`src/rtl/axi_lite_pkg.sv`:
```
// Shared AXI-Lite definitions for the master, the memory slave and benches.
// - mst_state_t    : master FSM state encoding
// - DEF_ADDR_WIDTH : default byte-address width
// - DEF_DATA_WIDTH : default data width (32, four byte lanes)
// - ADDR_LSB       : low address bits that select a byte within a word
package axi_lite_pkg;

    localparam int unsigned DEF_ADDR_WIDTH = 8;
    localparam int unsigned DEF_DATA_WIDTH = 32;
    localparam int unsigned ADDR_LSB       = $clog2(DEF_DATA_WIDTH / 8);

    typedef enum logic [2:0] {
        StIdle,
        StWrReq,
        StWrResp,
        StRdReq,
        StRdData,
        StRsp
    } mst_state_t;

endpackage

```
`src/rtl/axi_lite_master_if.sv`:
```
// AXI-Lite bus bundle (AW, W, B, AR, R channels).
// - master modport : drives addresses, data, VALIDs on requests, READYs on responses
// - slave modport  : the mirror image, for responders
interface axi_lite_master_if
    import axi_lite_pkg::*;
#(
    parameter int unsigned ADDR_WIDTH = DEF_ADDR_WIDTH,
    parameter int unsigned DATA_WIDTH = DEF_DATA_WIDTH
);

    logic [ADDR_WIDTH-1:0]   awaddr;
    logic                    awvalid;
    logic                    awready;
    logic [DATA_WIDTH-1:0]   wdata;
    logic [DATA_WIDTH/8-1:0] wstrb;
    logic                    wvalid;
    logic                    wready;
    logic                    bvalid;
    logic                    bready;
    logic [ADDR_WIDTH-1:0]   araddr;
    logic                    arvalid;
    logic                    arready;
    logic [DATA_WIDTH-1:0]   rdata;
    logic                    rvalid;
    logic                    rready;

    modport master (
        output awaddr, awvalid, wdata, wstrb, wvalid, bready, araddr, arvalid, rready,
        input  awready, wready, bvalid, arready, rdata, rvalid
    );

    modport slave (
        input  awaddr, awvalid, wdata, wstrb, wvalid, bready, araddr, arvalid, rready,
        output awready, wready, bvalid, arready, rdata, rvalid
    );

endinterface

```
`src/rtl/sat_counter.sv`:
```
// Saturating up-counter.
// - clk, rst_n : clock, asynchronous active-low reset (count -> 0)
// - clr        : synchronous clear to 0, has priority over en
// - en         : increment by one, holding at all-ones
// - count      : current value
module sat_counter #(
    parameter int unsigned WIDTH = 16
) (
    input  logic             clk,
    input  logic             rst_n,
    input  logic             clr,
    input  logic             en,
    output logic [WIDTH-1:0] count
);

    localparam logic [WIDTH-1:0] ONE = WIDTH'(1);

    logic [WIDTH-1:0] count_q;

    always_ff @(posedge clk or negedge rst_n) begin
        if (!rst_n) begin
            count_q <= '0;
        end else if (clr) begin
            count_q <= '0;
        end else if (en && (count_q != '1)) begin
            count_q <= count_q + ONE;
        end
    end

    assign count = count_q;

endmodule

```
`src/rtl/axi_lite_master.sv`:
```
// AXI-Lite initiator: one command in, one AXI-Lite transaction out, one response back.
// - clk, rst_n        : clock, asynchronous active-low reset
// - cmd_*             : command request (valid/ready, write flag, addr, wdata, wstrb)
// - rsp_*             : response (valid/ready, write echo, read data, latency in clocks)
// - axi               : AXI-Lite master bus
// Only one transaction is ever in flight. Every output comes from a register or from
// the state register, so there is no input-to-output combinational path.
module axi_lite_master
    import axi_lite_pkg::*;
#(
    parameter int unsigned ADDR_WIDTH = DEF_ADDR_WIDTH,
    parameter int unsigned DATA_WIDTH = DEF_DATA_WIDTH,
    parameter int unsigned CNT_WIDTH  = 16
) (
    input  logic                    clk,
    input  logic                    rst_n,
    input  logic                    cmd_valid,
    output logic                    cmd_ready,
    input  logic                    cmd_write,
    input  logic [ADDR_WIDTH-1:0]   cmd_addr,
    input  logic [DATA_WIDTH-1:0]   cmd_wdata,
    input  logic [DATA_WIDTH/8-1:0] cmd_wstrb,
    output logic                    rsp_valid,
    input  logic                    rsp_ready,
    output logic                    rsp_write,
    output logic [DATA_WIDTH-1:0]   rsp_rdata,
    output logic [CNT_WIDTH-1:0]    rsp_cycles,
    axi_lite_master_if.master       axi
);

    mst_state_t              state_q, state_d;
    logic [ADDR_WIDTH-1:0]   addr_q, addr_d;
    logic [DATA_WIDTH-1:0]   wdata_q, wdata_d;
    logic [DATA_WIDTH/8-1:0] wstrb_q, wstrb_d;
    logic                    write_q, write_d;
    logic                    aw_done_q, aw_done_d;
    logic                    w_done_q, w_done_d;
    logic [DATA_WIDTH-1:0]   rdata_q, rdata_d;

    logic accept;
    logic aw_hs;
    logic w_hs;
    logic cnt_en;

    assign cmd_ready = (state_q == StIdle);
    assign accept    = cmd_valid && cmd_ready;

    // Each write channel drops its VALID the cycle after its own handshake.
    assign axi.awvalid = (state_q == StWrReq) && !aw_done_q;
    assign axi.wvalid  = (state_q == StWrReq) && !w_done_q;
    assign axi.bready  = (state_q == StWrResp);
    assign axi.arvalid = (state_q == StRdReq);
    assign axi.rready  = (state_q == StRdData);
    assign axi.awaddr  = addr_q;
    assign axi.araddr  = addr_q;
    assign axi.wdata   = wdata_q;
    assign axi.wstrb   = wstrb_q;

    assign aw_hs = axi.awvalid && axi.awready;
    assign w_hs  = axi.wvalid && axi.wready;

    assign rsp_valid = (state_q == StRsp);
    assign rsp_write = write_q;
    assign rsp_rdata = rdata_q;

    always_comb begin
        state_d   = state_q;
        addr_d    = addr_q;
        wdata_d   = wdata_q;
        wstrb_d   = wstrb_q;
        write_d   = write_q;
        aw_done_d = aw_done_q;
        w_done_d  = w_done_q;
        rdata_d   = rdata_q;
        unique case (state_q)
            StIdle: begin
                if (accept) begin
                    addr_d    = cmd_addr;
                    wdata_d   = cmd_wdata;
                    wstrb_d   = cmd_wstrb;
                    write_d   = cmd_write;
                    aw_done_d = 1'b0;
                    w_done_d  = 1'b0;
                    rdata_d   = '0;
                    state_d   = cmd_write ? StWrReq : StRdReq;
                end
            end
            StWrReq: begin
                if (aw_hs) aw_done_d = 1'b1;
                if (w_hs)  w_done_d  = 1'b1;
                if ((aw_done_q || aw_hs) && (w_done_q || w_hs)) state_d = StWrResp;
            end
            StWrResp: begin
                if (axi.bvalid) state_d = StRsp;
            end
            StRdReq: begin
                if (axi.arready) state_d = StRdData;
            end
            StRdData: begin
                if (axi.rvalid) begin
                    rdata_d = axi.rdata;
                    state_d = StRsp;
                end
            end
            StRsp: begin
                if (rsp_ready) state_d = StIdle;
            end
            default: state_d = StIdle;
        endcase
    end

    always_ff @(posedge clk or negedge rst_n) begin
        if (!rst_n) begin
            state_q   <= StIdle;
            addr_q    <= '0;
            wdata_q   <= '0;
            wstrb_q   <= '0;
            write_q   <= 1'b0;
            aw_done_q <= 1'b0;
            w_done_q  <= 1'b0;
            rdata_q   <= '0;
        end else begin
            state_q   <= state_d;
            addr_q    <= addr_d;
            wdata_q   <= wdata_d;
            wstrb_q   <= wstrb_d;
            write_q   <= write_d;
            aw_done_q <= aw_done_d;
            w_done_q  <= w_done_d;
            rdata_q   <= rdata_d;
        end
    end

    // Counts every edge while a transaction is on the bus, including the edge that
    // enters StRsp; it is cleared on the accept edge and frozen in StRsp/StIdle.
    assign cnt_en = (state_q != StIdle) && (state_q != StRsp);

    sat_counter #(
        .WIDTH(CNT_WIDTH)
    ) u_lat_cnt (
        .clk  (clk),
        .rst_n(rst_n),
        .clr  (accept),
        .en   (cnt_en),
        .count(rsp_cycles)
    );

endmodule

```
`src/flat_wrapper.sv`:
```
// flat-port wrapper written by rule: the top's interface ports become plain ports
module axi_lite_master_flat import axi_lite_pkg::*;
#(
    parameter int unsigned ADDR_WIDTH = DEF_ADDR_WIDTH,
    parameter int unsigned DATA_WIDTH = DEF_DATA_WIDTH,
    parameter int unsigned CNT_WIDTH  = 16
)
  (clk, rst_n, cmd_valid, cmd_ready, cmd_write, cmd_addr, cmd_wdata, cmd_wstrb, rsp_valid, rsp_ready, rsp_write, rsp_rdata, rsp_cycles, axi_awaddr, axi_awvalid, axi_wdata, axi_wstrb, axi_wvalid, axi_bready, axi_araddr, axi_arvalid, axi_rready, axi_awready, axi_wready, axi_bvalid, axi_arready, axi_rdata, axi_rvalid);
  axi_lite_master_if #(.ADDR_WIDTH(ADDR_WIDTH), .DATA_WIDTH(DATA_WIDTH)) axi_i ();
  input  logic clk;
  input  logic rst_n;
  input  logic cmd_valid;
  output logic cmd_ready;
  input  logic cmd_write;
  input  logic [ADDR_WIDTH-1:0] cmd_addr;
  input  logic [DATA_WIDTH-1:0] cmd_wdata;
  input  logic [DATA_WIDTH/8-1:0] cmd_wstrb;
  output logic rsp_valid;
  input  logic rsp_ready;
  output logic rsp_write;
  output logic [DATA_WIDTH-1:0] rsp_rdata;
  output logic [CNT_WIDTH-1:0] rsp_cycles;
  output wire logic [$bits(axi_i.awaddr)-1:0] axi_awaddr;
  output wire logic [$bits(axi_i.awvalid)-1:0] axi_awvalid;
  output wire logic [$bits(axi_i.wdata)-1:0] axi_wdata;
  output wire logic [$bits(axi_i.wstrb)-1:0] axi_wstrb;
  output wire logic [$bits(axi_i.wvalid)-1:0] axi_wvalid;
  output wire logic [$bits(axi_i.bready)-1:0] axi_bready;
  output wire logic [$bits(axi_i.araddr)-1:0] axi_araddr;
  output wire logic [$bits(axi_i.arvalid)-1:0] axi_arvalid;
  output wire logic [$bits(axi_i.rready)-1:0] axi_rready;
  input wire logic [$bits(axi_i.awready)-1:0] axi_awready;
  input wire logic [$bits(axi_i.wready)-1:0] axi_wready;
  input wire logic [$bits(axi_i.bvalid)-1:0] axi_bvalid;
  input wire logic [$bits(axi_i.arready)-1:0] axi_arready;
  input wire logic [$bits(axi_i.rdata)-1:0] axi_rdata;
  input wire logic [$bits(axi_i.rvalid)-1:0] axi_rvalid;
  assign axi_awaddr = axi_i.awaddr;
  assign axi_awvalid = axi_i.awvalid;
  assign axi_wdata = axi_i.wdata;
  assign axi_wstrb = axi_i.wstrb;
  assign axi_wvalid = axi_i.wvalid;
  assign axi_bready = axi_i.bready;
  assign axi_araddr = axi_i.araddr;
  assign axi_arvalid = axi_i.arvalid;
  assign axi_rready = axi_i.rready;
  assign axi_i.awready = axi_awready;
  assign axi_i.wready = axi_wready;
  assign axi_i.bvalid = axi_bvalid;
  assign axi_i.arready = axi_arready;
  assign axi_i.rdata = axi_rdata;
  assign axi_i.rvalid = axi_rvalid;
  axi_lite_master #(.ADDR_WIDTH(ADDR_WIDTH), .DATA_WIDTH(DATA_WIDTH), .CNT_WIDTH(CNT_WIDTH)) u_core (.clk(clk), .rst_n(rst_n), .cmd_valid(cmd_valid), .cmd_ready(cmd_ready), .cmd_write(cmd_write), .cmd_addr(cmd_addr), .cmd_wdata(cmd_wdata), .cmd_wstrb(cmd_wstrb), .rsp_valid(rsp_valid), .rsp_ready(rsp_ready), .rsp_write(rsp_write), .rsp_rdata(rsp_rdata), .rsp_cycles(rsp_cycles), .axi(axi_i));
endmodule
```
`config.mk`:
```
export PLATFORM = sky130hd
export DESIGN_NAME = axi_lite_master_flat
export DESIGN_NICKNAME = d
export VERILOG_FILES = /design/src/rtl/axi_lite_pkg.sv /design/src/rtl/axi_lite_master_if.sv /design/src/rtl/sat_counter.sv /design/src/rtl/axi_lite_master.sv /design/src/flat_wrapper.sv
export SDC_FILE = /design/constraint.sdc
export NUM_CORES = 1
export LEC_CHECK = 0
export CAP_MARGIN = 20
export CORE_MARGIN = 2
export CORE_UTILIZATION = 38
export DETAILED_ROUTE_END_ITERATION = 12
export GPL_TIMING_DRIVEN = 0
export PLACE_DENSITY = 0.73
export SLEW_MARGIN = 20
export SYNTH_ARGS = -nofsm -noshare
export SYNTH_HDL_FRONTEND = slang
export SYNTH_HIERARCHICAL = 1
export SYNTH_SLANG_ARGS = --single-unit
export TNS_END_PERCENT = 10
```
`constraint.sdc`:
```
create_clock -name clk -period 2.9 [get_ports clk]
set_input_delay 0.29 -clock clk [delete_from_list [all_inputs] [get_ports clk]]
set_output_delay 0.29 -clock clk [all_outputs]
set_load 0.01 [all_outputs]
```
==> flow_summary.toml <==
[run_status]
status = "completed"

[synth]
avgSynthCellArea_sq_um = 11.8
async_flop_share_pct = 100
synth-seq-area-share_pct = 53.3
ys_types = 47
synthAdderAreaFrac_pct = 0.272
synthTopCellsByCount = "98 x dfrtp_1, 39 x mux2_4, 38 x nand4_1"
synth_most_common_cell = "dfrtp_1"
synth_simple_gate_area_share_pct = 13.5
synth_mux_area_share_pct = 15.7
synth_top_family_by_area = "multiplexers"
ys_ff_latch = 98
yosysWarningCount = 6
syn-num-nets = 475
synthFlopType = "dfrtp_1"
synthXorXnorAreaFrac_pct = 0
syn-cell-area_sq_um = 4600
synth_cells = 388
synth_top_area_share_pct = 53.3
synth.area.top_cells = "dfrtp_1 53%, mux2_4 13%, nand4_1 5.2%, inv_1 2.9%, o21ai_0 2.5%"
synth_edf_count = 0
synth_compound_area_share_pct = 8.49
yosysTopAreaCell = "dfrtp_1"

[timing]
fin_crit_sh_pct = 90.7
worstMarginPinSlew_ns = 0.572
final-max-slew-violation-count = 0
tns_ns = 0
fmax_mhz = 380
slew_headroom_pct = 61.6
whs_ns = 0.349
finalClockSkew_ns = 0.00722
hold_viol = 0
period_needed_ns = 2.63
rsz0062_at_grt = "false"
setup_viol_count_final = 0

[grt]
grt_usage_pct = 19.0
antenna_found_initial = 0
grt_pass1_vias = 3950
grt_max_degree = 60
grt_pass1_wl_um = 19700
grt.overflow.total = 0

[pwr]
max-vdd-ir-drop_mv = 0.426
finalPower_uw = 7080
leakagePower_uw = 0.00297
power_density_nw_per_um2 = 1000

[clock_network]
cts_made_buffers = 9
clock_path_buffers = 2
cts_tree = "built"
post_cts_buffers = 0
h-tree-depth = 3
clock_latency_ns = 0.34
clock_sinks = 98
cts.clk_slew.worst_paths_ns = 0.06
clockRootBuffer = "clkbuf_16"

[detailed_routing]
routed_wl_um = 12300
firstDrtPassIters = 6
routed_via_density = 5.09
avgRoutedWirePerCell_um = 16.5
vias = 3791
first_iter_violations = 135
drc_errors = 0
postRouteAntennaNets = 0

[worst_setup_path]
path_class = "register to register"
crit_chain = "buf_6 -> clkbuf_1 -> nor3b_1 -> nor2_1 -> inv_1 -> clkbuf_1 -> clkbuf_1 -> o31ai_1 -> a21oi_1"
path_max_fanout = 10
start_kind = "register"
cp_slowest_stage_delay_ns = 0.43
slowest_stage = "clkbuf_1"
cp.required_ns = 3.16
crit_arrival_ns = 2.89
reg2reg_depth = 9
crit_top_cell = "clkbuf_1"
endpoint_kind = "register"

[die]
coreArea_sq_um = 11900
die_h_um = 114
die-area_sq_um = 13000
ios = 194
initial_core_util_pct = 38.6
chipWidth_um = 114
rows = 40

[placement]
post-place-cells = 728
gp_congestion = 0.833
portBuffers = 192
hpwl_um = 9060

[final_layout]
drive_gt1_share_pct = 15.1
antenna_cells = 0
area_delta_synth_final_pct = 53.8
fin_cells = 745
nets = 680
final_util_pct = 59.4

[worst_hold_path]
whs_path_depth = 3
worstHoldPathType = "primary input to register"

[run]
cap_violations = 0
registers in the layout (all words and copies together) (netlist names):
name	count
u_core/aw_done_q	1
u_core/axi.araddr	8
u_core/axi.wdata	32
u_core/axi.wstrb	4
u_core/rsp_rdata	32
u_core/rsp_write	1
u_core/state_q	3
u_core/u_lat_cnt/count	16
u_core/w_done_q	1
repair_timing:
action                    4_1_cts  5_1_grt
resized for setup               0        0
hold endpoints to repair       39        0
hold buffers                    1        0
cells by family after synthesis:
group,after synthesis
AO/OA/AOI/OAI,67
adder cells (fa/ha/maj),1
buffers and inverters,71
flip-flops,98
multiplexers,51
AND/OR/NAND/NOR,100
routing by layer:
layer	up-vias	wire [um]	share of wire [%]	global-route usage, %
met5	-	0	0	0
met2	152	5970	49	32.0
li1	1780	-	-	-
met1	1848	5150	42	23.2
met4	0	153	1.2	6.83
met3	11	1010	8.2	5.74
final cells by class:
class,instances,area (sq um)
timing repair buffer,194,1960
inverter,36,135
clock inverter,4,73.8
clock buffer,12,256
tap,147,184
buffer,35,265
fill,985,4840
sequential,98,2450
multi-input combinational,219,1740
cells in the final DEF (no fill, tap or decap), drive strengths merged, types with 2 or more instances in the layout:
| master | synthesis | final |
|---|---|---|
| and2 | 2 | 2 |
| nand2b | 2 | 2 |
| nor2 | 16 | 16 |
| o21ai | 36 | 36 |
| and4 | 2 | 2 |
| or4 | 7 | 7 |
| clkinv | 0 | 2 |
| inv | 36 | 36 |
| o211ai | 2 | 2 |
| and3 | 2 | 2 |
| clkbuf | 12 | 24 |
| a211oi | 2 | 2 |
| nand3 | 3 | 3 |
| buf | 23 | 25 |
| o31ai | 7 | 7 |
| bufinv | 0 | 2 |
| a21oi | 16 | 16 |
| or3 | 4 | 4 |
| nor2b | 4 | 4 |
| nand4 | 39 | 39 |
| nor3 | 4 | 4 |
| dfrtp | 98 | 98 |
| mux2 | 50 | 50 |
| nand2 | 6 | 6 |
| nor4 | 5 | 5 |
| clkdlybuf4s50 | 0 | 191 |
| nand3b | 2 | 2 |
metrics by stage:
step	cell area, sq um	worst slack (ns)
2_1_floorplan	4600	0.737
3_3_place_gp	6700	-2.12
3_5_place_dp	6730	0.322
4_1_cts	7070	0.290
5_1_grt	7070	0.0593
6_report	7070	0.269
worst max-delay path, delay by kind of cell (launching register included):
| family | cells | cell delay, ns |
|---|---|---|
| buf+inv | 5 | 1.40 |
| simple gates | 2 | 0.49 |
| flops | 1 | 0.34 |
| compound gates | 2 | 0.31 |
report_power, final:
part / leakage, uW / total (uW) / internal [uW] / switching (uW)
sequential: 0.00124 / 2290 / 1930 / 361
clock: 0.000163 / 1300 / 803 / 492
combinational: 0.00156 / 3490 / 2050 / 1450
total: 0.00297 / 7080 / 4780 / 2300
worst paths after layout:
kind | from | to | slack [ns]
max in group asynchronous | rst_n | u_core/u_lat_cnt/count[15] | 1.86
hold reg to reg | u_core/axi.wstrb[0] | u_core/axi.wstrb[0] | 0.48
min in group asynchronous | rst_n | u_core/rsp_rdata[23] | 0.42
setup / recovery | u_core/state_q[2] | u_core/u_lat_cnt/count[12] | 0.27
setup reg to reg | u_core/state_q[2] | u_core/u_lat_cnt/count[12] | 0.27
hold / removal | axi_rvalid | u_core/rsp_rdata[3] | 0.35
Power figures use the tool's default switching activity.
==> RTL change 1 (config.mk and constraints unchanged) <==
`CNT_WIDTH` is set to 16 in 2 places; all go to 18.
--- a/src/rtl/axi_lite_master.sv
+++ b/src/rtl/axi_lite_master.sv
@@ -10,7 +10,7 @@
 #(
     parameter int unsigned ADDR_WIDTH = DEF_ADDR_WIDTH,
     parameter int unsigned DATA_WIDTH = DEF_DATA_WIDTH,
-    parameter int unsigned CNT_WIDTH  = 16
+    parameter int unsigned CNT_WIDTH  = 18
 ) (
     input  logic                    clk,
     input  logic                    rst_n,
--- a/src/flat_wrapper.sv
+++ b/src/flat_wrapper.sv
@@ -3,7 +3,7 @@
 #(
     parameter int unsigned ADDR_WIDTH = DEF_ADDR_WIDTH,
     parameter int unsigned DATA_WIDTH = DEF_DATA_WIDTH,
-    parameter int unsigned CNT_WIDTH  = 16
+    parameter int unsigned CNT_WIDTH  = 18
 )
   (clk, rst_n, cmd_valid, cmd_ready, cmd_write, cmd_addr, cmd_wdata, cmd_wstrb, rsp_valid, rsp_ready, rsp_write, rsp_rdata, rsp_cycles, axi_awaddr, axi_awvalid, axi_wdata, axi_wstrb, axi_wvalid, axi_bready, axi_araddr, axi_arvalid, axi_rready, axi_awready, axi_wready, axi_bvalid, axi_arready, axi_rdata, axi_rvalid);
   axi_lite_master_if #(.ADDR_WIDTH(ADDR_WIDTH), .DATA_WIDTH(DATA_WIDTH)) axi_i ();
Ports: changed (resized rsp_cycles); port bits go from 194 to 196. No check against the original RTL was run, so the function may have changed too.
==> RTL change 1 against the unedited design <==
Via count is 1.6% higher. Sequential cell count is 2 higher. Synthesized area is 2.0% higher. Power is 0.56% lower. Sequential power is 2% higher. Worst hold slack better by 0.011 ns. Wire length is 0.24% higher. Utilization is 0.22 points higher. Design area is 1.2% higher. Worst setup slack better by 0.049 ns. Critical endpoint is now axi_wvalid. Largest cell class unchanged.
==> RTL change 1: results (changes against the unedited design) <==
[yosys]
synth_fa_ha_area_frac = 0.00267  ; -0.0000537
synth.distinct_cells = 50  ; +6.4%
synth_area_leaders = dfrtp_1 53%, mux2_4 12%, nand4_1 4.9%, inv_1 2.7%, o21ai_0 2.6%
synth_compound_area_frac = 0.0744  ; -0.0105
synth_nets = 483  ; +1.7%
yosysWarnings = 6  ; unchanged
synth_commonest_cells = 100 x dfrtp_1, 39 x mux2_4, 37 x nand4_1
synth-seq-area-share = 0.534  ; about the same
avgSynthCellArea_sq_um = 11.8  ; about the same
synth-xor-area-share = 0.0168  ; +0.0168

[detailed_routing]
dr.pass1.iters = 4  ; -2
wl_met3_um = 1130  ; +12%
num_vias = 3850  ; +1.6%
drt_iter0_drc = 142  ; +5.2%
drt-met1-wl_um = 5040  ; -2.2%
wl_met2_um = 5910  ; -0.89%
finalWirelength_um = 12300  ; +0.24%

[sta]
final.setup_skew_ns = 0.00495  ; -0.00227 ns
tightest_slew_ns = 0.469  ; -0.103 ns

[clock_tree]
postCtsSetupRepairBufs = 0  ; unchanged
htreeDepth = 3  ; unchanged

[placement]
place_hpwl_um = 9190  ; +1.4%
gp_congestion = 0.793  ; -4.7%
portBuffers = 194  ; +1.0%
dpl.cell_count = 738  ; +1.4%
placed_area_sq_um = 6840  ; +1.7%

[final_layout]
final_layout_size_suffix_gt1_frac = 0.158  ; +0.00739
final_cells = 755  ; +1.3%
insertedDiodeCount = 0  ; unchanged
fin_nets = 690  ; +1.5%
fill_cells = 1004  ; +1.9%

[pwr]
ir_drop_mv = 0.437  ; +2.6%
p_leak_nw = 3.04  ; +2.4%

[global_route]
grt_max_degree = 55  ; -8.3%
first_global_vias = 3962  ; +0.30%
grt_pass1_wl_um = 19800  ; +0.35%
grtUsageTotal = 0.190  ; about the same

[worst_setup_path]
slowest_stage = clkdlybuf4s50_1
crit_arrival_ns = 2.29  ; -0.60 ns

[outcome]
status = complete, no violations

==> RTL change 1: changes by cell type after synthesis, sizes merged, moves of 3 or more <==
cell   delta
nor4      -5
mux2i     +3
nand3     +3
xnor2     +7
a21oi     -5
and3      +3
nor3      +5
or4       -6
o31ai     -7
nor2     +13
==> RTL change 1: final timing paths <==
check,slack (ns),startpoint,endpoint,depth (start not counted)
max in group asynchronous,1.84,rst_n,u_core/u_lat_cnt/count[5],3
max reg2reg,0.51,u_core/state_q[2],u_core/u_lat_cnt/count[8],8
max,0.32,u_core/state_q[0],axi_wvalid,5
min in group asynchronous,0.44,rst_n,u_core/rsp_rdata[24],2
min reg2reg,0.49,u_core/axi.wstrb[1],u_core/axi.wstrb[1],1
min,0.36,axi_rvalid,u_core/rsp_rdata[3],3
==> RTL change 1: routing by layer <==
layer,global-route usage,vias up
li1,-,1789
met1,0.227,1883
met2,0.313,161
met3,0.0727,17
met4,0.0731,0
met5,0,-
==> RTL change 1: per-stage QoR <==
stage,utilization,TNS (ns)
3_3_place_gp,0.567,-220.21
2_1_floorplan,-,0
6_report,0.596,0
3_5_place_dp,0.570,0
4_1_cts,0.596,0
5_1_grt,0.596,0
==> RTL change 1: kinds of logic (layout without fill, tap and decap cells) <==
logic type | Yosys count | after routing
simple gates | 111 | 111
flops | 100 | 100
buf+inv | 66 | 278
compound gates | 57 | 57
mux | 52 | 52
xor+xnor | 9 | 9
fa+ha+maj | 1 | 1
==> RTL change 1: report_power, final <==
part | internal [W] | switching (W)
Clock | 0.000713 | 0.000503
Sequential | 0.00197 | 0.000372
Combinational | 0.00207 | 0.00141
Total | 0.00475 | 0.00228
==> RTL change 1: area by class of cell <==
cell class                      count  share of cell area
Buffer                             32              0.0344
Clock buffer                       12              0.0358
Multi-Input combinational cell    230               0.253
Tap cell                          147              0.0257
Inverter                           34              0.0178
Clock inverter                      4             0.00664
Sequential cell                   100               0.350
Timing Repair Buffer              196               0.277
==> RTL change 1: worst min-delay path: cells and delay by family <==
family / cells / cell delay, ns
AND/OR/NAND/NOR: 1 / 0.14
AO/OA/AOI/OAI: 1 / 0.06
buffers and inverters: 1 / 0.18
==> RTL change 2 (same settings) <==
Without the edit above. Encoding of `mst_state_t`: now one-hot (6 bits for 6 states).
--- a/src/rtl/axi_lite_pkg.sv
+++ b/src/rtl/axi_lite_pkg.sv
@@ -9,13 +9,13 @@
     localparam int unsigned DEF_DATA_WIDTH = 32;
     localparam int unsigned ADDR_LSB       = $clog2(DEF_DATA_WIDTH / 8);
 
-    typedef enum logic [2:0] {
-        StIdle,
-        StWrReq,
-        StWrResp,
-        StRdReq,
-        StRdData,
-        StRsp
+    typedef enum logic [5:0] {
+        StIdle   = 6'b000001,
+        StWrReq  = 6'b000010,
+        StWrResp = 6'b000100,
+        StRdReq  = 6'b001000,
+        StRdData = 6'b010000,
+        StRsp    = 6'b100000
     } mst_state_t;
 
 endpackage
Check against the original RTL: no difference found for any inputs over 4 cycles, from zero or initial values and one cycle with rst_n low; so few cycles prove little.
==> RTL change 2 against the unedited design <==
Cell count grew 4.3%. Global-route usage fell by 0.29 points. Sequential power shrank 7%. Sequential cell count rose by 3. Utilization is 0.85 points lower. Synthesized area increased by 4.5%. Worst setup slack worse by 0.036 ns. Wire length rose by 3.8%. Design area grew 3.1%. Power fell by 9.5%. Critical path type unchanged.
==> RTL change 2: results (changes against the unedited design) <==
[placement]
dpl.cell_count = 760  ; +4.4%
place_hpwl_um = 9260  ; +2.3%
post-place-ws_ns = 0.0353  ; -0.287 ns
gp_congestion = 0.809  ; -2.9%
placed_area_sq_um = 6970  ; +3.6%

[detailed_routing]
wl_met2_um = 6410  ; +7.4%
dr.pass1.iters = 5  ; -1
num_vias = 3864  ; +1.9%
wire_per_inst_um = 16.4  ; -0.46%
wl_met3_um = 830  ; -17%
drt-met1-wl_um = 5280  ; +2.6%
viasPerCell = 4.97  ; -2.3%
drt_iter0_drc = 252  ; +87%

[global_route]
grt_pass1_wl_um = 19600  ; -0.52%
grt_use_met1 = 0.233  ; +0.00176
grtUsageTotal = 0.187  ; -0.00289
first_global_vias = 3767  ; -4.6%
globalRouteMet3Util = 0.0503  ; -0.00705
groute.layer.met2.usage = 0.318  ; -0.00241
grt_max_degree = 52  ; -13%

[final_layout]
final_layout_size_suffix_gt1_frac = 0.169  ; +0.0181
fin_nets = 687  ; +1.0%
fill_cells = 1024  ; +4.0%

[yosys]
synth.distinct_cells = 49  ; +4.3%
synth-seq-area-share = 0.526  ; -0.00718
synth_area_leaders = dfrtp_1 52%, mux2_4 14%, o211ai_1 5.0%, o21ai_0 3.2%, inv_1 3.1%
synth_commonest_cells = 100 x dfrtp_1, 44 x mux2_4, 40 x inv_1

[pwr]
p_leak_nw = 3.09  ; +4.0%
ir_drop_mv = 0.485  ; +14%

[worst_setup_path]
critPathMaxStageDelay_ns = 0.67  ; +0.24 ns
crit_arrival_ns = 2.94  ; +0.05 ns
slowest_stage = or4_2
cp_top_family = simple AND/OR/NAND/NOR gates
r2r-end = u_core/u_lat_cnt/count[3]
reg2reg_setup_slack_ns = 0.23  ; -0.04 ns
rr_startpoint = u_core/state_q[0]

[sta]
clock.fmax_ghz = 0.375  ; -1.4%
hold_ws_ns = 0.465  ; +0.116 ns
final.setup_skew_ns = 0.00605  ; -0.00116 ns

[min_path]
min_path_type = in -> async

[clock_tree]
numCtsBuffers = 9  ; unchanged

[outcome]
status = complete, no violations

RTL change 2: cell count changes after synthesis, moves of 4 or more:
| cell | change |
|---|---|
| nand4_1 | -31 |
| o21ai_0 | +8 |
| mux2_1 | -6 |
| mux2_4 | +5 |
| o22ai_1 | +5 |
| o211ai_1 | +31 |
| o21ai_1 | -8 |
| buf_2 | -4 |
| inv_1 | +4 |
| buf_6 | +5 |
RTL change 2: logic make-up (layout without fill, tap and decap cells):
kind of cell | count (synthesis) | after routing | synth area share
buffers and inverters | 74 | 284 | 0.0922
flip-flops | 101 | 101 | 0.526
XOR/XNOR | 2 | 2 | 0.00365
AND/OR/NAND/NOR | 68 | 68 | 0.0919
AO/OA/AOI/OAI | 100 | 100 | 0.134
adder cells (fa/ha/maj) | 1 | 1 | 0.00260
multiplexers | 49 | 49 | 0.149
RTL change 2: layout make-up:
cell class | instances | area (sq um) | area share
Buffer | 33 | 292 | 0.0400
Clock buffer | 11 | 243 | 0.0333
Clock inverter | 5 | 58.8 | 0.00806
Inverter | 41 | 154 | 0.0211
Multi-Input combinational cell | 220 | 1840 | 0.252
Sequential cell | 101 | 2530 | 0.347
Tap cell | 172 | 215 | 0.0295
Timing Repair Buffer | 194 | 1970 | 0.269
RTL change 2: power by group:
part	total, W	leakage, nW	internal (W)	switching (W)
clock network	0.00122	0.142	0.000694	0.000522
registers	0.00213	1.30	0.00184	0.000290
logic	0.00306	1.64	0.00186	0.00120
total	0.00641	3.09	0.00439	0.00201
RTL change 2: worst register-to-register path, delay by kind of cell (launching register included):
| family | cells | cell delay (ns) |
|---|---|---|
| buf+inv | 4 | 0.73 |
| flops | 1 | 0.51 |
| simple gates | 4 | 1.20 |
| compound gates | 1 | 0.15 |
